**src/rtl/vga_pkg.sv**
```systemverilog
// -----------------------------------------------------------------------------
// vga_pkg
// Shared constants for the VGA sprite engine: default geometry, colour codes
// and a small helper used by the collision logic.
// Used by: vga_sprite_engine, sprite_rom.
// -----------------------------------------------------------------------------
package vga_pkg;

   localparam int DEF_SPRITE_W = 16;
   localparam int DEF_SPRITE_H = 16;
   localparam int DEF_COORD_W  = 10;

   localparam logic [2:0] BLACK = 3'b000;
   localparam logic [2:0] WHITE = 3'b111;

   // True when two or more bits of the vector are set (clearing the lowest
   // set bit leaves something behind). Callers zero-extend to 32 bits.
   function automatic logic multi_hot(input logic [31:0] vec);
      return (vec & (vec - 32'd1)) != 32'd0;
   endfunction

endpackage

```
**src/rtl/sprite_rom.sv**
```systemverilog
// -----------------------------------------------------------------------------
// sprite_rom
// Combinational bitmap store shared by all sprites. Bit 0 of each word is the
// leftmost pixel of that row. The table is 16x16; other sprite sizes truncate
// or zero-extend each word and repeat rows modulo 16.
// Ports:
//   row_i  [ROW_W-1:0]    row index inside the sprite
//   word_o [SPRITE_W-1:0] pixel mask for that row
// -----------------------------------------------------------------------------
module sprite_rom
   import vga_pkg::*;
#(
   parameter int SPRITE_W = DEF_SPRITE_W,
   parameter int SPRITE_H = DEF_SPRITE_H,
   parameter int ROW_W    = (SPRITE_H > 1) ? $clog2(SPRITE_H) : 1
) (
   input  logic [ROW_W-1:0]    row_i,
   output logic [SPRITE_W-1:0] word_o
);

   logic [3:0]  idx_s;
   logic [15:0] base_s;

   assign idx_s = 4'(row_i);

   // Bitmap lookup; deliberately asymmetric so mirroring is visible.
   always_comb begin
      base_s = 16'h0000;
      case (idx_s)
         4'd0:    base_s = 16'h0001;
         4'd1:    base_s = 16'h0003;
         4'd2:    base_s = 16'h0007;
         4'd3:    base_s = 16'h000F;
         4'd4:    base_s = 16'h801F;
         4'd5:    base_s = 16'h403F;
         4'd6:    base_s = 16'h207F;
         4'd7:    base_s = 16'h10FF;
         4'd8:    base_s = 16'hF0F0;
         4'd9:    base_s = 16'h0F0F;
         4'd10:   base_s = 16'h3C3C;
         4'd11:   base_s = 16'h1234;
         4'd12:   base_s = 16'hA5C3;
         4'd13:   base_s = 16'h8001;
         4'd14:   base_s = 16'hFFFE;
         4'd15:   base_s = 16'h7FFF;
         default: base_s = 16'h0000;
      endcase
   end

   assign word_o = SPRITE_W'(base_s);

endmodule

```
**src/rtl/vga_sprite_engine.sv**
```systemverilog
// -----------------------------------------------------------------------------
// vga_sprite_engine
// Two-stage pixel pipeline that overlays NUM_SPRITES bitmap sprites on a
// one-bit track layer and (optionally) reports sprite/sprite collisions once
// per frame.
//   Stage 1: per-sprite bounding-box hit, row/col offsets, attributes.
//   Stage 2: bitmap lookup, priority colour select, collision accumulate.
// Build option: define SPRITE_COLLISION_EN to include collision detection;
// without it collision and frame_done are constant 0.
// Ports:
//   clk, rst_n              pixel clock, async active-low reset
//   h_counter, v_counter    current pixel column/row
//   video_on, bg_pixel      visible-area flag, track pixel (drawn white)
//   spr_x, spr_y            packed sprite left/top edges (slice i = sprite i)
//   spr_en, spr_flip        per-sprite enable / horizontal mirror
//   spr_rgb                 packed per-sprite colour {r,g,b}
//   vga_r, vga_g, vga_b     registered pixel colour
//   collision               per-sprite collision flags of the previous frame
//   frame_done              one-cycle pulse when collision updates
// -----------------------------------------------------------------------------
module vga_sprite_engine
   import vga_pkg::*;
#(
   parameter int NUM_SPRITES = 2,
   parameter int SPRITE_W    = DEF_SPRITE_W,
   parameter int SPRITE_H    = DEF_SPRITE_H,
   parameter int COORD_W     = DEF_COORD_W
) (
   input  logic                           clk,
   input  logic                           rst_n,
   input  logic [COORD_W-1:0]             h_counter,
   input  logic [COORD_W-1:0]             v_counter,
   input  logic                           video_on,
   input  logic                           bg_pixel,
   input  logic [NUM_SPRITES*COORD_W-1:0] spr_x,
   input  logic [NUM_SPRITES*COORD_W-1:0] spr_y,
   input  logic [NUM_SPRITES-1:0]         spr_en,
   input  logic [NUM_SPRITES-1:0]         spr_flip,
   input  logic [NUM_SPRITES*3-1:0]       spr_rgb,
   output logic                           vga_r,
   output logic                           vga_g,
   output logic                           vga_b,
   output logic [NUM_SPRITES-1:0]         collision,
   output logic                           frame_done
);

   localparam int ROW_W = (SPRITE_H > 1) ? $clog2(SPRITE_H) : 1;
   localparam int COL_W = (SPRITE_W > 1) ? $clog2(SPRITE_W) : 1;
   // Extents are one bit wider than the counters so x+SPRITE_W never wraps.
   localparam logic [COORD_W:0]  SPAN_W  = (COORD_W+1)'(SPRITE_W);
   localparam logic [COORD_W:0]  SPAN_H  = (COORD_W+1)'(SPRITE_H);
   localparam logic [COL_W-1:0]  COL_MAX = COL_W'(SPRITE_W - 1);

   // Stage 1
   logic [NUM_SPRITES-1:0]            hit_d, hit_q;
   logic [NUM_SPRITES-1:0][ROW_W-1:0] row_d, row_q;
   logic [NUM_SPRITES-1:0][COL_W-1:0] col_d, col_q;
   logic [NUM_SPRITES-1:0]            flip_q;
   logic [NUM_SPRITES-1:0][2:0]       rgb_q;
   logic                              von_q;
   logic                              bg_q;

   // Stage 2
   logic [SPRITE_W-1:0]               word_s [NUM_SPRITES];
   logic [NUM_SPRITES-1:0][COL_W-1:0] idx_s;
   logic [NUM_SPRITES-1:0]            opaque_s;
   logic [NUM_SPRITES-1:0]            first_s;
   logic [2:0]                        spr_col_s;
   logic [2:0]                        colour_d, colour_q;

   // Stage-1 bounding-box test and in-sprite offsets for every sprite.
   always_comb begin
      hit_d = {NUM_SPRITES{1'b0}};
      row_d = '0;
      col_d = '0;
      for (int i = 0; i < NUM_SPRITES; i++) begin
         hit_d[i] = spr_en[i]
            & ({1'b0, h_counter} >= {1'b0, spr_x[i*COORD_W +: COORD_W]})
            & ({1'b0, h_counter} <  ({1'b0, spr_x[i*COORD_W +: COORD_W]} + SPAN_W))
            & ({1'b0, v_counter} >= {1'b0, spr_y[i*COORD_W +: COORD_W]})
            & ({1'b0, v_counter} <  ({1'b0, spr_y[i*COORD_W +: COORD_W]} + SPAN_H));
         row_d[i] = ROW_W'(v_counter - spr_y[i*COORD_W +: COORD_W]);
         col_d[i] = COL_W'(h_counter - spr_x[i*COORD_W +: COORD_W]);
      end
   end

   // Stage-1 pipeline registers; sprite attributes travel with the pixel.
   always_ff @(posedge clk or negedge rst_n) begin
      if (!rst_n) begin
         hit_q  <= {NUM_SPRITES{1'b0}};
         row_q  <= '0;
         col_q  <= '0;
         flip_q <= {NUM_SPRITES{1'b0}};
         rgb_q  <= '0;
         von_q  <= 1'b0;
         bg_q   <= 1'b0;
      end else begin
         hit_q  <= hit_d;
         row_q  <= row_d;
         col_q  <= col_d;
         flip_q <= spr_flip;
         rgb_q  <= spr_rgb;
         von_q  <= video_on;
         bg_q   <= bg_pixel;
      end
   end

   for (genvar g = 0; g < NUM_SPRITES; g++) begin : g_rom
      sprite_rom #(
         .SPRITE_W (SPRITE_W),
         .SPRITE_H (SPRITE_H),
         .ROW_W    (ROW_W)
      ) u_rom (
         .row_i  (row_q[g]),
         .word_o (word_s[g])
      );
   end

   // Stage-2 bitmap bit per sprite, mirrored when flip is set.
   always_comb begin
      idx_s    = '0;
      opaque_s = {NUM_SPRITES{1'b0}};
      for (int i = 0; i < NUM_SPRITES; i++) begin
         idx_s[i]    = flip_q[i] ? (COL_MAX - col_q[i]) : col_q[i];
         opaque_s[i] = hit_q[i] & word_s[i][idx_s[i]];
      end
   end

   // Stage-2 colour: lowest-index opaque sprite wins, then track, then black.
   always_comb begin
      first_s   = opaque_s & (~opaque_s + NUM_SPRITES'(1));  // isolate lowest set bit
      spr_col_s = 3'b000;
      for (int i = 0; i < NUM_SPRITES; i++) begin
         spr_col_s = spr_col_s | ({3{first_s[i]}} & rgb_q[i]);
      end
      if (!von_q) begin
         colour_d = BLACK;
      end else if (|opaque_s) begin
         colour_d = spr_col_s;
      end else if (bg_q) begin
         colour_d = WHITE;
      end else begin
         colour_d = BLACK;
      end
   end

   // Registered pixel colour.
   always_ff @(posedge clk or negedge rst_n) begin
      if (!rst_n) begin
         colour_q <= 3'b000;
      end else begin
         colour_q <= colour_d;
      end
   end

   assign vga_r = colour_q[2];
   assign vga_g = colour_q[1];
   assign vga_b = colour_q[0];

`ifdef SPRITE_COLLISION_EN
   logic                   fs_d, fs_q;
   logic [NUM_SPRITES-1:0] overlap_s;
   logic [NUM_SPRITES-1:0] acc_d, acc_q;
   logic [NUM_SPRITES-1:0] coll_d, coll_q;
   logic                   done_d, done_q;

   assign fs_d      = (h_counter == {COORD_W{1'b0}}) && (v_counter == {COORD_W{1'b0}});
   assign overlap_s = multi_hot(32'(opaque_s)) ? opaque_s : {NUM_SPRITES{1'b0}};

   // Frame start publishes the finished frame and seeds the new one with the
   // current pixel's overlap, so that overlap is never reported early.
   always_comb begin
      acc_d  = acc_q | overlap_s;
      coll_d = coll_q;
      done_d = 1'b0;
      if (fs_q) begin
         coll_d = acc_q;
         acc_d  = overlap_s;
         done_d = 1'b1;
      end else begin
         done_d = 1'b0;
      end
   end

   // Frame-start flag pipeline plus collision state.
   always_ff @(posedge clk or negedge rst_n) begin
      if (!rst_n) begin
         fs_q   <= 1'b0;
         acc_q  <= {NUM_SPRITES{1'b0}};
         coll_q <= {NUM_SPRITES{1'b0}};
         done_q <= 1'b0;
      end else begin
         fs_q   <= fs_d;
         acc_q  <= acc_d;
         coll_q <= coll_d;
         done_q <= done_d;
      end
   end

   assign collision  = coll_q;
   assign frame_done = done_q;
`else
   assign collision  = {NUM_SPRITES{1'b0}};
   assign frame_done = 1'b0;
`endif

endmodule
```
**config.mk**
```make
export PLATFORM = sky130hd
export DESIGN_NAME = vga_sprite_engine
export DESIGN_NICKNAME = d
export VERILOG_FILES = /design/src/rtl/vga_pkg.sv /design/src/rtl/sprite_rom.sv /design/src/rtl/vga_sprite_engine.sv
export SDC_FILE = /design/constraint.sdc
export NUM_CORES = 1
export LEC_CHECK = 0
export CAP_MARGIN = 0
export CORE_ASPECT_RATIO = 0.5
export CORE_MARGIN = 5
export CORE_UTILIZATION = 35
export DETAILED_ROUTE_END_ITERATION = 10
export PLACE_DENSITY = 0.68
export RECOVER_POWER = 50
export SLEW_MARGIN = 25
export SYNTH_ARGS = -nofsm -noshare
export SYNTH_HDL_FRONTEND = slang
export SYNTH_SLANG_ARGS = --single-unit
```
**constraint.sdc**
```tcl
create_clock -name clk -period 2.5 [get_ports clk]
set_input_delay 0.625 -clock clk [delete_from_list [all_inputs] [get_ports clk]]
set_output_delay 0.625 -clock clk [all_outputs]
set_load 0.01 [all_outputs]
```
### Word-level counts from Yosys, hierarchy flattened

Memories as Yosys holds them, arrays and structs flattened.
Cells that the tools add are included.

| word-level totals | value |
|---|---|
| memories kept | 2 |
| input bits | 74 |
| output and inout port bits | 6 |
| memory bits (read-only) | 512 |
| bits in registers | 31 |

| cells by class | value |
|---|---|
| add/subtract/negate cells | 11 |
| reductions and logical operators | 1 |
| mux-type cells | 9 |
| $lt $le $gt $ge | 10 |
| bitwise operators | 15 |

Memory list:

| memory | depth | width | rd ports | clocked after memory_dff | write ports | line | RTL |
|---|---|---|---|---|---|---|---|
| (no name shown) | 16 | 16 | 1 | 0 | 0 | sprite_rom.sv:29 | `case (idx_s)` |
| (no name shown) | 16 | 16 | 1 | 0 | 0 | sprite_rom.sv:29 |  |

Operators with widths:

| cell | number |
|---|---|
| adder 10 x 5 -> 11 bit, second input constant | 4 |
| less-than comparator 10 x 11 -> 1 bit | 4 |
| >= comparator 10 bit | 4 |
| subtractor 4 bit | 4 |
| AND 1 bit | 10 |
| less-than comparator 4 x 5 -> 1 bit, second input constant | 2 |
| two-way mux 3 bit | 3 |
| binary-select mux 1 bit (select 4 bit) | 2 |
| two-way mux 4 bit | 2 |
| subtractor 4 bit, first input constant | 2 |
| AND 3 bit | 2 |
| bitwise OR 3 bit | 1 |
| adder 2 x 1 -> 2 bit, second input constant | 1 |
| AND 2 bit | 1 |
| two-way mux 1 bit | 2 |
| NOT 2 bit | 1 |
| OR reduction 2 bit | 1 |

### Logic depth before layout (Yosys ltp)

Gate-level depths: netlist of run 1.

| depth | value |
|---|---|
| depth in word-level cells | 12 |
| depth in mapped cells | 12 |
| depth with buffers taken out | 12 |

### By module

A second synthesis of run 1 with hierarchy kept.

| second synthesis, totals | value |
|---|---|
| cell total of the unflattened synthesis | 515 |
| area total of the unflattened synthesis | 4381.7 um^2 |

Modules (own cells, without submodules):

| module | seq. area each (um^2) | area each (um^2) | cells an instance | times used |
|---|---|---|---|---|
| vga_sprite_engine | 775.7 | 3604.7 | 396 | 1 |
| sprite_rom (g_rom[1].u_rom) | 0.0 | 391.6 | 58 | 1 |
| sprite_rom (g_rom[0].u_rom) | 0.0 | 385.4 | 61 | 1 |

### Worst setup path before layout of run 1

OpenSTA, ideal clock, no wires.

| timing | value |
|---|---|
| path kind | register to register |
| from | reg row_q[5] in the netlist's numbering |
| to | reg colour_q[0] |
| data arrival time | 2.432 ns |
| slack | -0.053 ns |
| clock period less this slack | 2.553 ns |
| stages on the path, launching flop included | 11 |
| cells stage by stage | dfrtp_1 > inv_1 > ha_1 > nor4b_1 > a2111oi_0 > a211o_1 > o221ai_1 > o211ai_2 > mux2_1 > a221o_1 > o211a_1 |

| on the way | value |
|---|---|
| longest elaborated chain between the ends | 11 |
| elaborated cells between the ends (all ways) | 12 |

RTL lines:

| what | line | RTL |
|---|---|---|
| start: declaration | vga_sprite_engine.sv:56 | `logic [NUM_SPRITES-1:0][ROW_W-1:0] row_d, row_q;` |
| start signal: assignment | vga_sprite_engine.sv:99 | `row_q <= row_d;` |
| memory (16 x 16 bit) (*) | -- |  |
| binary-select mux 1 bit (select 4 bit) (*) | vga_sprite_engine.sv:125 | `opaque_s[i] = hit_q[i] & word_s[i][idx_s[i]];` |
| two-way mux 1 bit (implied by the code) (*) | vga_sprite_engine.sv:125 |  |
| AND 1 bit (*) | vga_sprite_engine.sv:125 |  |
| NOT 2 bit | vga_sprite_engine.sv:131 | `first_s = opaque_s & (~opaque_s + NUM_SPRITES'(1));` |
| adder 2 x 1 -> 2 bit | vga_sprite_engine.sv:131 |  |
| AND 2 bit | vga_sprite_engine.sv:131 |  |
| AND 3 bit | vga_sprite_engine.sv:134 | `spr_col_s = spr_col_s \| ({3{first_s[i]}} & rgb_q[i]);` |
| bitwise OR 3 bit | vga_sprite_engine.sv:134 |  |
| two-way mux 3 bit (*) | vga_sprite_engine.sv:138 | `end else if (\|opaque_s) begin` |
| two-way mux 3 bit (*) | vga_sprite_engine.sv:136 | `if (!von_q) begin` |
| named net colour_d[0] | vga_sprite_engine.sv:69 | `logic [2:0] colour_d, colour_q;` |
| end signal: assignment | vga_sprite_engine.sv:152 | `colour_q <= colour_d;` |
| end: declaration | vga_sprite_engine.sv:69 |  |

Mark *: on every way through the listed nets, which the timed path passes. The rest lies on a longest branch. The select of a mux whose other input is x is not followed.

### Final worst setup path of run 1

| timing | value |
|---|---|
| from | reg row_q[4] in the netlist's numbering |
| to | reg colour_q[0] |

Same word-level chain as after synthesis.

==> results.md, run 1 <==
Run status:
- The flow ran to the end, but the final reports show violations.
- The checks that failed: setup timing.

Detailed routing:
- The final antenna-violating net count is 0.
- The vias per cell is 4.99.
- The average wire per standard cell is 14.1 um.
- The total DRC errors in the routed layout is 0.
- The first detailed-routing pass ran for 4 iterations.
- The detailed router placed around 4100 vias in this run.
- The routed wire length is 11500 um.
- For this block, the initial DRC count from the detailed router was 208.

Clock tree:
- Buffers inserted to repair hold after CTS numbered 0.
- The clock transition at the register clock pins on the worst setup and hold paths after CTS is 0.05 ns.
- The number of clock buffers added by TritonCTS is 5.
- The count of clock tree sinks is 31.
- The CTS tree is built.
- The maximum clock path buffer count is 2.
- The number of H-tree levels is 2.
- The latest clock arrival within the worst-skew pair is 0.27 ns.
- The cell sitting at the root of the clock tree is a clkbuf_16.

Logic synthesis:
- Counting flops with a built-in enable in the synthesized netlist gives 0.
- Each instance of the synthesized netlist takes up on average ~8.5 um2.
- The count of warnings emitted by yosys is 0.
- By area the synthesized netlist is led by ha_1 (25%), dfrtp_1 (19%), inv_1 (6.0%).
- The count of unique library cells instantiated by Yosys is 63.
- The synthesis-stage register bit count is 31.
- The share of the Yosys chip area taken by registers is 0.189.
- For this run, asynchronously set or reset flops after synthesis account for 1.00.
- Among all cell types in the netlist, the one instantiated most often is ha_1.
- Sorting the synthesized cells by how often they occur yields ha_1 (83), inv_1 (66), a21oi_1 (37).
- The synthesized netlist cell count is 482.
- The most instantiated flip-flop cell in the synthesis netlist is dfrtp_1.
- The area share of the largest cell type after synthesis is 0.253.
- In this run the cell area of the synthesized design comes to 0.00411 mm2.
- Summed over all instances, the cell type with the most area after synthesis is ha_1.

Finish:
- Once layout is complete, the cells apart from fillers number ~800.
- The repair_antennas step left the layout with diodes totalling 0.
- The net total in the final layout is between 800 and 900.
- The layout cell share with drive strength beyond 1 is 0.294.
- The filler cell count in the final layout is 959.
- From synthesis to final layout, the design area changed by 54.9%.

Placement:
- The last weighted congestion value of the routability-driven placer is 0.868.
- The minimum setup slack after placement is -0.483 ns.
- Once placement completed, the tool counted placed cells totaling just under 800.
- The final HPWL from detailed placement is 8870 um.
- The count of buffers inserted at the top-level ports is 76.

Min path:
- The worst min-delay path category is reg2reg.

Global route:
- The number of global-route vias before repair is 4132.
- The wire length of the first global-routing pass is between 15000 and 20000 um.
- Across every metal layer, demand over resource in global routing totals 0.161.
- The initial antenna violation count is 0.
- Entering global routing, the biggest net connects 32 pins.
- The total overflow left after global routing is 0.

Power and ir drop:
- The power after layout is 2.79 mW.
- IR analysis of the VDD net gives a maximum drop of 0.000279 V.
- The cell leakage power is 3.05 nW.
- The total power per unit cell area is 438 mW/mm2.

Floorplan:
- The horizontal die dimension is 163 um.
- The standard cell core area is between 0.01 and 0.015 mm2.
- The overall die area is 0.0141 mm2.
- The initial utilization of the core area, before any placement, comes to 0.366.
- The floorplan has 27 rows.
- The top-level I/O count is 80.
- From bottom edge to top edge, the die measures 86.6 um.

STA:
- Across all setup checks in the final design, the least slack found is -0.0339 ns.
- The slew at the pin closest to its max-slew limit is a little under 0.8 ns.
- The final number of hold-violating endpoints is 0.
- In the finished design, the share of the clock period the worst path needs comes to 1.01.
- The count of final max-slew check failures was 0.
- The worst slew margin relative to its limit is 0.474.
- The maximum clock skew at final layout is 0.00489 ns.
- Setup violations remaining at the end of the flow were counted as 3.
- The maximum achievable frequency is 395 MHz.
- The final critical-path required period is ~2.5 ns.
- Setup repair after global routing could not meet its margin everywhere.

Critical path:
- STA puts the critical path data required time at around 2.7 ns.
- The data arrival time of the critical path is 2.69 ns.
- The critical path class is reg2reg.
- The top fanout value on the critical path is 5.
- The critical path capture point type is a register.
- STA classifies the critical path startpoint as a register.

Flow run:
- The total of max-cap violations is 0.
[placed cells by master, fill, tap and decap left out, types with 7 or more instances in the layout]
cell type        count
nor2_1              21
inv_1               57
a21oi_1             24
dlymetal6s2s_1      10
inv_2                9
xnor2_1             20
nand2_1             27
nor2b_1             10
o21ai_1             14
dlygate4sd3_1       11
nand2b_1             7
nand3_1             20
o21ai_0             10
ha_1                68
ha_4                 9
dfrtp_1             27
clkdlybuf4s50_1     50
buf_4               94
a21oi_2             13
[registers in the layout, indices dropped and copies added, names as in the netlist]
| signal | count |
|---|---|
| rgb_q | 6 |
| col_q | 8 |
| von_q | 1 |
| flip_q | 2 |
| colour_q | 3 |
| row_q | 8 |
| hit_q | 2 |
| bg_q | 1 |
[layer usage]
| metal | global-route usage | vias up | wire length [um] | part of all wire |
|---|---|---|---|---|
| met3 | 0.0209 | 13 | 399 | 0.035 |
| met5 | 0 | - | 0 | 0 |
| met4 | 0.0327 | 0 | 115 | 0.010 |
| li1 | - | 2041 | - | - |
| met1 | 0.208 | 1924 | 5190 | 0.45 |
| met2 | 0.290 | 82 | 5760 | 0.50 |
[per-stage QoR]
stage	hold WS [ns]	TNS [ns]	utilization	area [um2]
floorplan	0.329	0	-	4110
global placement	0.492	-1.30	0.499	5600
detailed placement	0.490	-1.38	0.499	5600
CTS	0.498	-0.0190	0.547	6140
global route	0.504	-0.491	0.567	6360
finish	0.495	-0.0908	0.567	6360
[logic make-up (layout without fill, tap and decap cells)]
kind of cell,Yosys count,after routing,share of synthesized area
XOR/XNOR,28,28,0.0698
buffers and inverters,80,250,0.0856
AO/OA/AOI/OAI,122,122,0.196
AND/OR/NAND/NOR,118,118,0.147
other,1,3,0.000913
multiplexers,15,15,0.0396
adder cells (fa/ha/maj),87,87,0.272
flip-flops,31,31,0.189
[power breakdown]
group	switching, mW	internal (mW)	leakage, nW	total, mW
combinational	0.667	0.765	2.59	1.43
clock	0.208	0.494	0.0868	0.702
sequential	0.0973	0.557	0.365	0.655
[worst paths after layout]
kind / from / end / slack [ns] / cells past startpoint
min: rgb_q[1]$_DFF_PN0_ / colour_q[1]$_DFF_PN0_ / 0.50 / 1
max in group asynchronous: rst_n / col_q[4]$_DFF_PN0_ / 0.98 / 2
max reg2reg: row_q[4]$_DFF_PN0_ / colour_q[0]$_DFF_PN0_ / -0.03 / 11
min in group asynchronous: rst_n / von_q$_DFF_PN0_ / 0.97 / 2
max: row_q[4]$_DFF_PN0_ / colour_q[0]$_DFF_PN0_ / -0.03 / 11
min reg2reg: rgb_q[1]$_DFF_PN0_ / colour_q[1]$_DFF_PN0_ / 0.50 / 1
[final cells by class]
| cell class | instances | area, um2 | area share |
|---|---|---|---|
| multi-input cells | 373 | 3400 | 0.535 |
| clock inverters | 2 | 35.0 | 0.00551 |
| flip-flops and latches | 31 | 781 | 0.123 |
| inverters | 66 | 248 | 0.0389 |
| well taps | 159 | 199 | 0.0313 |
| repair buffers | 176 | 1560 | 0.244 |
| clock buffers | 6 | 139 | 0.0218 |
[worst max-delay path, cell delays in order (launching register included)]
cell      delay (ns)
dfrtp_2         0.46
inv_2           0.11
buf_6           0.10
ha_2            0.19
nor3_2          0.06
o31ai_4         0.27
o31ai_4         0.11
o221ai_2        0.21
o211ai_2        0.18
mux2_4          0.33
a221o_1         0.26
o211a_1         0.13
[repair_timing]
item	4_1_cts	5_1_grt
endpoints found under the setup margin	5	5
pin swaps	25	39
cloned	0	0
setup buffers	12	6
gates resized for setup	71	53
hold endpoints to repair	0	0
(Power assumes the default switching activity.)
==> run 2, diff against run 1 <==
--- a/config.mk
+++ b/config.mk
@@ -6,7 +6,7 @@
 export NUM_CORES = 1
 export LEC_CHECK = 0
 export CAP_MARGIN = 0
-export CORE_ASPECT_RATIO = 0.5
+export CORE_ASPECT_RATIO = 1.2
 export CORE_MARGIN = 5
 export CORE_UTILIZATION = 35
 export DETAILED_ROUTE_END_ITERATION = 10
@@ -16,3 +16,4 @@
 export SYNTH_ARGS = -nofsm -noshare
 export SYNTH_HDL_FRONTEND = slang
 export SYNTH_SLANG_ARGS = --single-unit
+export TNS_END_PERCENT = 20
==> results.md, run 2 (synthesized netlist as in run 1, its figures left out) <==
Detailed routing:
- The first-iteration detailed-routing DRC count is 106.
- The number of iterations in the first detailed-routing pass is 4.
- The total number of vias is 3904.
- After detailed routing, the average wire length per cell comes to 13.9 um.
- In the routed layout, each cell is associated on average with a via count of 5.00.
- The detail route stage leaves a number of antenna-violating nets equal to 0.
- The highest routed metal layer is met4.
- The total DRC errors in the routed layout is 0.
- The met1 wire length is 4390 um.
- The met2 wire length is between 5000 and 6000 um.
- The total length of routed met3 wires is 233 um.
- Wires add up to 10900 um.

STA:
- The maximum achievable frequency is 395 MHz.
- The final critical-path required period is 2.53 ns.
- The worst setup slack after layout is -0.0311 ns.
- The slew at the pin closest to its max-slew limit is 0.760 ns.
- Setup violations remaining at the end of the flow were counted as 4.
- For the final database, setup skew stands at between 0.002 and 0.003 ns.
- Setup repair after global routing could not meet its margin everywhere.
- The worst pin sits at a relative slew slack of 0.494.
- Of the available clock period, the critical path in the final layout requires 1.01.
- The count of final max-slew check failures came to 0.
- The final number of hold-violating endpoints is 0.
- Setup total negative slack on the finished layout was measured at -0.0807 ns.

Placement:
- After detailed placement, the design holds a cell count of roughly 770.
- Detailed placement ended at an HPWL of between 9000 and 10000 um.
- The last weighted congestion value of the routability-driven placer is 0.863.
- The count of buffers inserted at the top-level ports is 76.
- The cell area after placement is 0.00549 mm2.

Clock tree:
- After clock tree synthesis, the clock-pin slew on the worst setup and hold paths is 0.05 ns.
- The tree built by TritonCTS fans out to 31 sinks.
- The CTS tree is built.
- In this run the deepest clock path goes through 2 buffers.
- In this run, CTS created clock tree buffers numbering 5.
- The number of H-tree levels is 2.
- For the worst-skew pair, the clock arrives at the later sink with an insertion delay of 0.28 ns.
- The root cell of the clock tree is clkbuf_16.

Critical path:
- The top fanout value on the critical path is 5.
- The critical path class is reg2reg.
- STA classifies the critical path endpoint as a register.
- The worst setup path is launched from a register.
- The depth of the most critical reg-to-reg path is 11.
- STA puts the critical path data required time at 2.66 ns.
- For the worst setup path, the data arrival time is about 2.7 ns.

Floorplan:
- The horizontal die dimension is 109 um.
- After floorplanning, the core was sized to cover 0.0115 mm2.
- The initial core utilization is 0.357.
- In this run the vertical extent of the chip is 129 um.
- The floorplan step defined a die boundary enclosing 0.0140 mm2.
- The top-level I/O count is 80.
- The number of rows in the core area is 43.

Finish:
- The final non-filler cell total is 781.
- The fraction of the core area covered by cells at the end of the flow is 0.522.
- The library cell used most frequently in the layout, excluding fill and tap cells, is ha_1.
- In the layout the commonest cells are ha_1 (75), buf_4 (66), inv_1 (62).
- The layout cell share with drive strength beyond 1 is 0.224.
- In the final design database the tool counted 784 nets.
- The final antenna diode count is 0.
- After filler insertion, the fill cell instance count of the layout stands at around 1100.
- In the final layout, the registers with the most flip-flops are col_q: 8 flops, row_q: 8 flops, rgb_q: 6 flops.
- Summing all non-filler instances in the final layout gives an area of around 0.006 mm2.
- The area added between synthesis and finish is 46.2%.

Power and ir drop:
- Of the total power, registers draw 0.241.
- The share of total power dissipated in the clock network is 0.257.
- The switching share of total power is 0.351.
- The power after layout is 2.65 mW.
- The internal portion of the total power is 1.72 mW.
- Power spread over the standard cell area amounts to 441 mW/mm2.
- The maximum vdd ir drop is 0.000244 V.
- The analysis attributes to cell leakage a power of 2.85 nW.
- The share of total power dissipated in combinational logic is 0.502.
- The analysis attributes to net switching a power of just over 0.9 mW.

Global route:
- In the global route stage, overall resource usage came out at 0.166.
- The initial antenna violation count is 0.
- The number of global-route vias before repair came to ~4300.
- Summed over all layers, the global routing overflow is 0.
- The first global-routing pass estimated ~19000 um of wire.
- Entering global routing, the biggest net connects 32 pins.

Run status:
- The final reports fail on setup timing.
- The run finished, with violations left.

Min path:
- The min-delay analysis places its worst path in the category reg2reg.
- Along the worst hold path, the cell count comes to 1.

Flow run:
- Across the run, the number of max-cap violations was 0.
-- run 2: stage by stage --
step | hold slack, ns | setup slack [ns]
2_1_floorplan | 0.329 | 0.0166
3_3_place_gp | 0.488 | -0.513
3_5_place_dp | 0.486 | -0.537
4_1_cts | 0.503 | -0.0388
5_1_grt | 0.526 | -0.127
6_report | 0.499 | -0.0311
-- run 2: power groups by stage --
stage	Combinational, mW	Clock, mW	Sequential [mW]
after detailed placement	1.16	0	0.634
final	1.33	0.681	0.637
after global routing	1.48	0.723	0.646
after global placement	1.13	0	0.632
after floorplan	0.702	0	0.608
after CTS	1.30	0.698	0.634
-- run 2: worst paths after layout --
check | slack (ns) | to | from
setup / recovery | -0.03 | colour_q[2]$_DFF_PN0_ | row_q[4]$_DFF_PN0_
hold / removal | 0.50 | colour_q[0]$_DFF_PN0_ | rgb_q[0]$_DFF_PN0_
setup reg to reg | -0.03 | colour_q[2]$_DFF_PN0_ | row_q[4]$_DFF_PN0_
hold reg to reg | 0.50 | colour_q[0]$_DFF_PN0_ | rgb_q[0]$_DFF_PN0_
max in group asynchronous | 1.02 | row_q[4]$_DFF_PN0_ | rst_n
min in group asynchronous | 0.94 | von_q$_DFF_PN0_ | rst_n
-- run 2: layout make-up --
class / instances / area, um2 / share of cell area
Clock buffer: 5 / 125 / 0.0208
Clock inverter: 3 / 43.8 / 0.00729
Inverter: 66 / 248 / 0.0413
Multi-Input combinational cell: 373 / 3310 / 0.551
Sequential cell: 31 / 779 / 0.130
Tap cell: 157 / 196 / 0.0327
Timing Repair Buffer: 146 / 1300 / 0.217
-- run 2: repair_timing --
action	in CTS	in global routing
setup endpoints to repair	5	5
pin swaps	26	24
hold buffers	0	0
buffers inserted	1	0
gates resized for setup	67	20
-- run 2: worst max-delay path, stage by stage, from the launching register on --
cell and delay, ns:
dfrtp_2 0.44, inv_2 0.08, buf_6 0.14, ha_4 0.16
a21oi_1 0.26, o31ai_4 0.09, o31ai_4 0.07, o221ai_2 0.14
o211ai_2 0.30, mux2_4 0.33, a221o_1 0.25, o211a_1 0.14
-- run 2: per-layer routing --
metal / up-vias / global-route usage
met5: - / 0
met4: 0 / 0.0684
met3: 23 / 0.0171
met2: 62 / 0.318
met1: 1849 / 0.184
li1: 1970 / -
==> run 3, diff against run 2 <==
--- a/config.mk
+++ b/config.mk
@@ -9,6 +9,7 @@
 export CORE_ASPECT_RATIO = 1.2
 export CORE_MARGIN = 5
 export CORE_UTILIZATION = 35
+export CTS_BUF_LIST = sky130_fd_sc_hd__clkbuf_16
 export DETAILED_ROUTE_END_ITERATION = 10
 export PLACE_DENSITY = 0.68
 export RECOVER_POWER = 50
==> results of run 3 <==
No change in the layout: final DEF, timing and power equal those of run 2.
